<file path="src/rtl/router_pkg.sv">
// Shared router types and widths used by the analysers and output arbiters.
package router_pkg;

    typedef enum logic {
        IDLE  = 1'b0,
        TRANS = 1'b1
    } arb_state_t;

    localparam int unsigned SAP_W  = 8;
    localparam int unsigned DATA_W = 8;
    localparam int unsigned FLIT_W = 24;

endpackage

</file>
<file path="src/rtl/output_arbiter_if.sv">
// Analyser-side requests/data plus output-link handshake for one output port.
// master = analysers and link (drive requests, data, ready); slave = arbiter.
interface output_arbiter_if
    import router_pkg::*;
#(
    parameter int unsigned N  = 4,
    parameter int unsigned DW = DATA_W
);

    logic [N-1:0]    req_in;
    logic [N*DW-1:0] data_in;
    logic [N-1:0]    last_in;
    logic            ready_in;
    logic [N-1:0]    gnt_out;
    logic [N-1:0]    pop_out;
    logic [DW-1:0]   data_out;
    logic            valid_out;
    logic            last_out;
    logic            abort_out;

    modport master (
        output req_in, data_in, last_in, ready_in,
        input  gnt_out, pop_out, data_out, valid_out, last_out, abort_out
    );

    modport slave (
        input  req_in, data_in, last_in, ready_in,
        output gnt_out, pop_out, data_out, valid_out, last_out, abort_out
    );

endinterface

</file>
<file path="src/rtl/rr_pick.sv">
// Rotate-priority encoder: one-hot pick of the first set request at or after ptr+1, wrapping.
module rr_pick #(
    parameter int unsigned N  = 4,
    parameter int unsigned PW = (N > 1) ? $clog2(N) : 1
) (
    input  logic [N-1:0]  req_i,
    input  logic [PW-1:0] ptr_i,
    output logic [N-1:0]  gnt_o
);

    logic [PW-1:0] idx;
    logic          found;

    // Walk the ring starting just after the last winner; first hit wins.
    always_comb begin
        gnt_o = '0;
        found = 1'b0;
        idx   = '0;
        for (int unsigned i = 0; i < N; i++) begin
            idx = PW'((32'(ptr_i) + i + 32'd1) % N);
            if (!found && req_i[idx]) begin
                gnt_o[idx] = 1'b1;
                found      = 1'b1;
            end
        end
    end

endmodule

</file>
<file path="src/rtl/output_arbiter.sv">
// Per-output round-robin arbiter: grants one analyser at a time and forwards its beats
// to the output link until last beat, beat-count truncation or stall abort.
module output_arbiter
    import router_pkg::*;
#(
    parameter int unsigned N         = 4,
    parameter int unsigned DW        = DATA_W,
    parameter int unsigned MAX_BEATS = 16,
    parameter int unsigned STALL_MAX = 8
) (
    input logic              clk,
    input logic              reset,
    output_arbiter_if.slave  bus
);

    localparam int unsigned PW = (N > 1) ? $clog2(N) : 1;
    localparam int unsigned BW = $clog2(MAX_BEATS + 1);
    localparam int unsigned SW = $clog2(STALL_MAX + 1);
    localparam logic [BW-1:0] BeatLast  = BW'(MAX_BEATS - 1);
    localparam logic [SW-1:0] StallLast = SW'(STALL_MAX - 1);

    arb_state_t    state_q, state_d;
    logic [N-1:0]  gnt_q, gnt_d;
    logic [PW-1:0] ptr_q, ptr_d;
    logic [BW-1:0] beat_q, beat_d;
    logic [SW-1:0] stall_q, stall_d;
    logic          abort_q, abort_d;

    logic [N-1:0]  pick;
    logic [N-1:0]  gnt_req;
    logic [PW-1:0] gnt_idx;
    logic [DW-1:0] data_sel;
    logic          last_sel;
    logic          valid;
    logic          last;

    rr_pick #(
        .N  (N),
        .PW (PW)
    ) u_rr_pick (
        .req_i (bus.req_in),
        .ptr_i (ptr_q),
        .gnt_o (pick)
    );

    // Output mux and index encode of the one-hot grant; zero when nothing is granted.
    always_comb begin
        data_sel = '0;
        last_sel = 1'b0;
        gnt_idx  = '0;
        for (int unsigned i = 0; i < N; i++) begin
            if (gnt_q[i]) begin
                data_sel = data_sel | bus.data_in[i*DW +: DW];
                last_sel = last_sel | bus.last_in[i];
                gnt_idx  = PW'(i);
            end
        end
    end

    assign gnt_req = gnt_q & bus.req_in;
    assign valid   = |gnt_req;
    // Truncation forces last on the MAX_BEATS-th beat of a grant.
    assign last    = valid & (last_sel | (beat_q == BeatLast));

    assign bus.gnt_out   = gnt_q;
    assign bus.pop_out   = gnt_req & {N{bus.ready_in}};
    assign bus.data_out  = data_sel;
    assign bus.valid_out = valid;
    assign bus.last_out  = last;
    assign bus.abort_out = abort_q;

    // Next-state: arbitrate in IDLE, count beats/stalls and release in TRANS.
    always_comb begin
        state_d = state_q;
        gnt_d   = gnt_q;
        ptr_d   = ptr_q;
        beat_d  = beat_q;
        stall_d = stall_q;
        abort_d = 1'b0;
        unique case (state_q)
            IDLE: begin
                if (|bus.req_in) begin
                    gnt_d   = pick;
                    beat_d  = '0;
                    stall_d = '0;
                    state_d = TRANS;
                end
            end
            TRANS: begin
                if (valid) begin
                    stall_d = '0;
                    // Backpressure freezes beat_cnt and leaves the grant in place.
                    if (bus.ready_in) begin
                        if (last) begin
                            gnt_d   = '0;
                            ptr_d   = gnt_idx;
                            beat_d  = '0;
                            state_d = IDLE;
                        end else begin
                            beat_d = beat_q + BW'(1);
                        end
                    end
                end else if (stall_q == StallLast) begin
                    abort_d = 1'b1;
                    gnt_d   = '0;
                    ptr_d   = gnt_idx;
                    beat_d  = '0;
                    stall_d = '0;
                    state_d = IDLE;
                end else begin
                    stall_d = stall_q + SW'(1);
                end
            end
        endcase
    end

    // State registers; reset leaves input 0 with top priority.
    always_ff @(posedge clk or negedge reset) begin
        if (!reset) begin
            state_q <= IDLE;
            gnt_q   <= '0;
            ptr_q   <= PW'(N - 1);
            beat_q  <= '0;
            stall_q <= '0;
            abort_q <= 1'b0;
        end else begin
            state_q <= state_d;
            gnt_q   <= gnt_d;
            ptr_q   <= ptr_d;
            beat_q  <= beat_d;
            stall_q <= stall_d;
            abort_q <= abort_d;
        end
    end

endmodule

</file>
<file path="src/flat_wrapper.sv">
// flat-port wrapper written by rule: the top's interface ports become plain ports
module output_arbiter_flat import router_pkg::*;
#(
    parameter int unsigned N         = 4,
    parameter int unsigned DW        = DATA_W,
    parameter int unsigned MAX_BEATS = 16,
    parameter int unsigned STALL_MAX = 8
)
  (clk, reset, bus_req_in, bus_data_in, bus_last_in, bus_ready_in, bus_gnt_out, bus_pop_out, bus_data_out, bus_valid_out, bus_last_out, bus_abort_out);
  output_arbiter_if #(.N(N), .DW(DW)) bus_i ();
  input logic clk;
  input logic reset;
  input wire logic [$bits(bus_i.req_in)-1:0] bus_req_in;
  input wire logic [$bits(bus_i.data_in)-1:0] bus_data_in;
  input wire logic [$bits(bus_i.last_in)-1:0] bus_last_in;
  input wire logic [$bits(bus_i.ready_in)-1:0] bus_ready_in;
  output wire logic [$bits(bus_i.gnt_out)-1:0] bus_gnt_out;
  output wire logic [$bits(bus_i.pop_out)-1:0] bus_pop_out;
  output wire logic [$bits(bus_i.data_out)-1:0] bus_data_out;
  output wire logic [$bits(bus_i.valid_out)-1:0] bus_valid_out;
  output wire logic [$bits(bus_i.last_out)-1:0] bus_last_out;
  output wire logic [$bits(bus_i.abort_out)-1:0] bus_abort_out;
  assign bus_i.req_in = bus_req_in;
  assign bus_i.data_in = bus_data_in;
  assign bus_i.last_in = bus_last_in;
  assign bus_i.ready_in = bus_ready_in;
  assign bus_gnt_out = bus_i.gnt_out;
  assign bus_pop_out = bus_i.pop_out;
  assign bus_data_out = bus_i.data_out;
  assign bus_valid_out = bus_i.valid_out;
  assign bus_last_out = bus_i.last_out;
  assign bus_abort_out = bus_i.abort_out;
  output_arbiter #(.N(N), .DW(DW), .MAX_BEATS(MAX_BEATS), .STALL_MAX(STALL_MAX)) u_core (.clk(clk), .reset(reset), .bus(bus_i));
endmodule
</file>
<file path="config.mk">
export PLATFORM = sky130hd
export DESIGN_NAME = output_arbiter_flat
export DESIGN_NICKNAME = d
export VERILOG_FILES = /design/src/rtl/router_pkg.sv /design/src/rtl/output_arbiter_if.sv /design/src/rtl/rr_pick.sv /design/src/rtl/output_arbiter.sv /design/src/flat_wrapper.sv
export SDC_FILE = /design/constraint.sdc
export NUM_CORES = 1
export LEC_CHECK = 0
export CORE_MARGIN = 8
export CORE_UTILIZATION = 42
export DETAILED_ROUTE_END_ITERATION = 10
export PLACE_DENSITY_LB_ADDON = 0.3
export SKIP_CTS_REPAIR_TIMING = 1
export SKIP_LAST_GASP = 1
export SLEW_MARGIN = 20
export SYNTH_ARGS = -nofsm -noshare
export SYNTH_HDL_FRONTEND = slang
export SYNTH_SLANG_ARGS = --single-unit
</file>
<file path="constraint.sdc">
create_clock -name clk -period 3.1 [get_ports clk]
set_input_delay 0.31 -clock clk [delete_from_list [all_inputs] [get_ports clk]]
set_output_delay 0.31 -clock clk [all_outputs]
set_load 0.01 [all_outputs]
</file>
Word-level counts from Yosys, hierarchy flattened
Index checks and enable logic that the tools add are counted.

storage, ports and cells
  register bits = 17
  input bits = 43
  output and inout port bits = 19
  word-level logic and storage cells = 123

operators by class
  add/subtract/negate cells = 8
  magnitude comparators = 8
  equal/unequal tests = 8
  multiplexer cells = 63
  bitwise gates (word level) = 14
  reduce and logical (&&, ||, !) cells = 16

operators with widths
  operator               number
  $mux W4                12
  $mux W8                4
  $mux W5                5
  $mux W1                24
  $or A8 B8 Y8           3
  $pmux W4 S2            2
  $lt A2 B3 Y1 const B   4
  $mux W2                6
  $or A4 B4 Y4           3
  $pmux W5 S2            1
  $ne A3 B3 Y1 const B   3
  $add A2 B1 Y2 const B  4
  $and A4 B4 Y4          2
  $bmux W1 S2            4
  $demux W1 S2           4
  $ge A2 B1 Y1 const B   4
  $reduce_and A4 Y1      2
  $reduce_or A4 Y1       2
  $logic_and A1 B1 Y1    7
  $add A5 B1 Y5 const B  1
  $eq A5 B4 Y1 const B   1
  $add A2 B2 Y2 const B  2
  $add A4 B1 Y4 const B  1
  $eq A4 B3 Y1 const B   1
  other kinds (9)        15

Depth between registers and ports, before layout
  depth after elaboration = 15
  depth in mapped cells = 8
  depth with buffers taken out = 8

By module
From an unflattened synthesis, not the netlist that was laid out.

unflattened totals
  cells, all modules = 179
  area total of the unflattened synthesis = 1,667.8 sq um

modules (own cells, without submodules)
  module          instances  cells each  area each (sq um)  seq. area each (sq um)
  output_arbiter  1          136         1,261.2            427.9
  rr_pick         1          43          406.6              0.0

Worst setup path after synthesis
No wires, ideal clock.

  path type = register to register
  start = reg u_core.ptr_q[0]
  end = reg u_core.gnt_q[2], in the netlist u_core.bus.gnt_out[2]
  library setup time = 126 ps
  arrival = 2,043 ps
  required time = 2,974 ps
  setup slack = 931 ps
  stages on the path, launching flop included = 9
  buffers on the path = 1
  period minus slack after synthesis = 2,169 ps
  path through = dfstp_2 > buf_2 > inv_1 > ha_1 > mux2i_1 > mux2i_1 > a32oi_1 > a21oi_1 > a221o_1

between the ends
  cells in the longest elaborated chain, start to end = 15
  elaborated cells between the ends (all ways) = 52
  those cells by class = add/sub: 6; order compare: 8; mux: 25; bitwise: 3; reduce/logical: 10

RTL lines
  what                                                                   RTL line               source
  from (decl)                                                            output_arbiter.sv:24   logic [PW-1:0] ptr_q, ptr_d;
  from (signal assigned)                                                 output_arbiter.sv:122  ptr_q <= PW'(N - 1);
  from (signal assigned)                                                 output_arbiter.sv:129  ptr_q <= ptr_d;
  parallel branches: the longest is 12 deep, another holds $lt A2 B3 Y1  -
  $mux W4 (*)                                                            rr_pick.sv:21          if (!found && req_i[idx]) begin
  $mux W4 (*)                                                            output_arbiter.sv:82   if (|bus.req_in) begin
  $pmux W4 S2 (*)                                                        output_arbiter.sv:80   unique case (state_q)
  to (signal assigned)                                                   output_arbiter.sv:128  gnt_q <= gnt_d;
  to (decl)                                                              output_arbiter.sv:23   logic [N-1:0] gnt_q, gnt_d;

Every way passes the cells marked *. The select of a mux whose other input is x is not followed.
A chain may end at the register's enable or synchronous reset.

Worst setup path in the final report
  start = reg u_core.beat_q[0]
  end = out bus_last_out

between the ends
  cells in the longest elaborated chain, start to end = 3

RTL lines
  what                    RTL line               source
  from (decl)             output_arbiter.sv:25   logic [BW-1:0] beat_q, beat_d;
  from (signal assigned)  output_arbiter.sv:130  beat_q <= beat_d;
  $eq A5 B4 Y1            output_arbiter.sv:63   assign last = valid & (last_sel | (beat_q == BeatLast));
  $or A1 B1 Y1            output_arbiter.sv:63
  $and A1 B1 Y1           output_arbiter.sv:63
  to (decl)               flat_wrapper.sv:21     output wire logic [$bits(bus_i.last_out)-1:0] bus_last_out;

No other way between the ends.

==> impl_metrics.py <==
metrics = {
    "global_routing": {
        "gr-total-overflow": 0,
        "grt_start_max_net_pins": 18,
        "grt_usage": 0.163,
        "grt_pass1_vias": 1539,
        "antenna_found_initial": 0,
        "grt_pass1_wl_um": 7290,
    },
    "synthesis": {
        "yosys_register_bits": 17,
        "yosysWarnings": 0,
        "netlist-cell-type-count": 40,
        "synth_nets": 223,
        "synthArstFlopShare": 1.00,
        "synth_top_area_frac": 0.260,
        "yosys.area.top_type": "dfrtp_1",
        "synth_top_flop_cell": "dfrtp_1",
        "avgSynthCellArea_um2": 8.53,
        "syn_area_um2": 1440,
        "syn_inst": 169,
        "synth_area_leaders": "dfrtp_1 26%, ha_1 9.5%, a22oi_1 9.4%",
        "yosysSeqAreaShare": 0.297,
        "synth_edf_count": 0,
    },
    "sta": {
        "tightest_slew_ps": 752,
        "post-route-period-util": 0.790,
        "grt_setup_unrepaired": "false",
        "max-slew-margin-rel": 0.497,
        "tns_ps": 0,
        "slew_violations": 0,
        "setup_violations": 0,
        "max_freq_mhz": 408,
        "fin_crit_ps": 2450,
        "hold_viol_final": 0,
        "fin_skew_ps": 9.84,
    },
    "routing": {
        "wl_um": 4460,
        "viasPerCell": 5.54,
        "drc": 0,
        "vias": 1519,
        "drt_iter0_markers": 149,
        "wire_per_inst_um": 16.3,
        "drt-pass1-iter-count": 5,
        "final_antenna_net_count": 0,
    },
    "floorplanning": {
        "core_area_um2": 3310,
        "row_count": 21,
        "die_area_um2": 5560,
        "die_w_um": 74.6,
        "pin_count": 62,
        "die_h_um": 74.6,
        "start_util": 0.435,
    },
    "min_path": {
        "hp-class": "primary input to asynchronous set/reset pin",
    },
    "clocking": {
        "clk_path_buf_depth": 2,
        "clk_latency_ps": 300,
        "cts_sinks": 17,
        "clk_root_buffer_cell": "clkbuf_4",
        "cts_buffers": 3,
        "cts_tree": "built",
        "clk_pin_slew_ps": 110,
        "cts_max_level": 1,
    },
    "setup_path": {
        "required_ps": 2790,
        "cp-end-kind": "primary output",
        "crit_path_start_kind": "flip-flop",
        "worstSetupPathType": "flip-flop to primary output",
        "crit_arrival_ps": 2140,
        "path_max_fanout": 4,
    },
    "placed_design": {
        "port_buffers": 61,
        "post-dp-hpwl_um": 3530,
        "place_congestion": 0.912,
        "placedInstanceArea_um2": 2080,
    },
    "cells_and_area": {
        "nets": 283,
        "antenna_cells": 0,
        "multiInputGateArea_um2": 943,
        "drive_gt1_frac": 0.0789,
        "final_area_um2": 2110,
        "nFillCells": 313,
        "regArea_um2": 428,
        "syn_to_final_growth_pct": 46.4,
    },
    "power": {
        "ir_drop_mv": 0.399,
        "leakagePower_nw": 0.885,
        "cellPowerDensity_nw_per_um2": 775,
    },
    "run_status": {
        "outcome": "complete, no violations",
    },
    "run": {
        "maxCapViolCount": 0,
    },
}
layout by cell type, fill, tap and decap left out, drive strengths merged, types with 2 or more instances in the layout:
| cell | count |
|---|---|
| a221o | 4 |
| clkdlybuf4s50 | 61 |
| nor3 | 3 |
| dfrtp | 15 |
| a22oi | 18 |
| xnor2 | 2 |
| and3 | 7 |
| a21oi | 12 |
| ha | 11 |
| nand2 | 17 |
| nor2 | 8 |
| nand4 | 2 |
| mux2 | 2 |
| nand3 | 6 |
| nor2b | 4 |
| a211oi | 2 |
| clkbuf | 3 |
| o21a | 2 |
| mux2i | 4 |
| dfstp | 2 |
| o21ai | 15 |
| and2 | 3 |
| inv | 11 |
| a31oi | 3 |
synth_stat cells (2+ instances only):
cell type   n
a211oi_1    2
a21oi_1    11
a221o_1     4
a22oi_1    18
a31oi_1     3
and2_1      3
and3_1      5
and3_2      2
buf_2       2
clkbuf_1    3
dfrtp_1    15
dfstp_2     2
ha_1       11
inv_1      11
mux2_2      2
mux2i_1     3
nand2_1    17
nand3_1     6
nand4_1     2
nor2_1      8
nor2b_1     3
nor3_1      3
o21a_1      2
o21ai_0    14
xnor2_1     2
layer usage:
metal / routed length [um] / part of all wire / up-vias / global-route usage
li1: - / - / 755 / -
met1: 2010 / 0.45 / 723 / 0.215
met2: 2230 / 0.50 / 39 / 0.268
met3: 198 / 0.044 / 2 / 0.0310
met4: 27 / 0.0060 / 0 / 0.0326
met5: 0 / 0 / - / 0
power by group:
part / total [mW] / switching (mW) / internal [mW]
Sequential: 0.472 / 0.165 / 0.306
Combinational: 1.04 / 0.493 / 0.544
Clock: 0.127 / 0.0778 / 0.0492
Total: 1.64 / 0.737 / 0.900
registers in the layout, indices dropped and copies added (netlist names):
register	flops
u_core.beat_q	5
u_core.bus.gnt_out	4
u_core.stall_q	4
u_core.ptr_q	2
u_core.bus.abort_out	1
u_core.state_q	1
per-stage QoR:
stage	worst slack, ps	power, mW	hold slack [ps]	utilization	instances
final	649	1.64	437	0.638	274
after floorplan	931	1.10	14.4	-	169
after global placement	746	1.50	466	0.628	270
after detailed placement	746	1.51	478	0.628	270
after global routing	529	1.79	517	0.638	274
after CTS	638	1.64	461	0.638	274
area by class of cell:
class                      count  share of cell area
clock buffer                   3              0.0107
clock inverter                 1             0.00356
inverter                      11              0.0196
multi-input combinational    135               0.447
sequential                    17               0.203
tap                           46              0.0273
timing repair buffer          61               0.289
final timing paths:
path / startpoint / end / slack, ps / cells past startpoint
setup / recovery: u_core.beat_q[0] / bus_last_out / 650 / 7
hold / removal: reset / u_core.stall_q[2] / 440 / 1
setup reg to reg: u_core.ptr_q[0] / u_core.bus.gnt_out[2] / 750 / 7
hold reg to reg: u_core.beat_q[4] / u_core.beat_q[4] / 500 / 2
max in group asynchronous: reset / u_core.beat_q[4] / 2190 / 1
min in group clk: u_core.beat_q[4] / u_core.beat_q[4] / 500 / 2
cells by family after synthesis:
group,after synthesis,synth area share
xor+xnor,2,0.0122
fa+ha+maj,11,0.0955
simple gates,53,0.193
buf+inv,17,0.0486
flops,17,0.297
mux,7,0.0616
compound gates,62,0.293
critical path: stages, from the launching register on:
cell             delay (ps)
dfrtp_1                 420
ha_1                    220
and3_1                  150
ha_1                    190
a21oi_1                 100
and2_1                  200
a21oi_1                  60
clkdlybuf4s50_1         510
(Power assumes the default switching activity.)
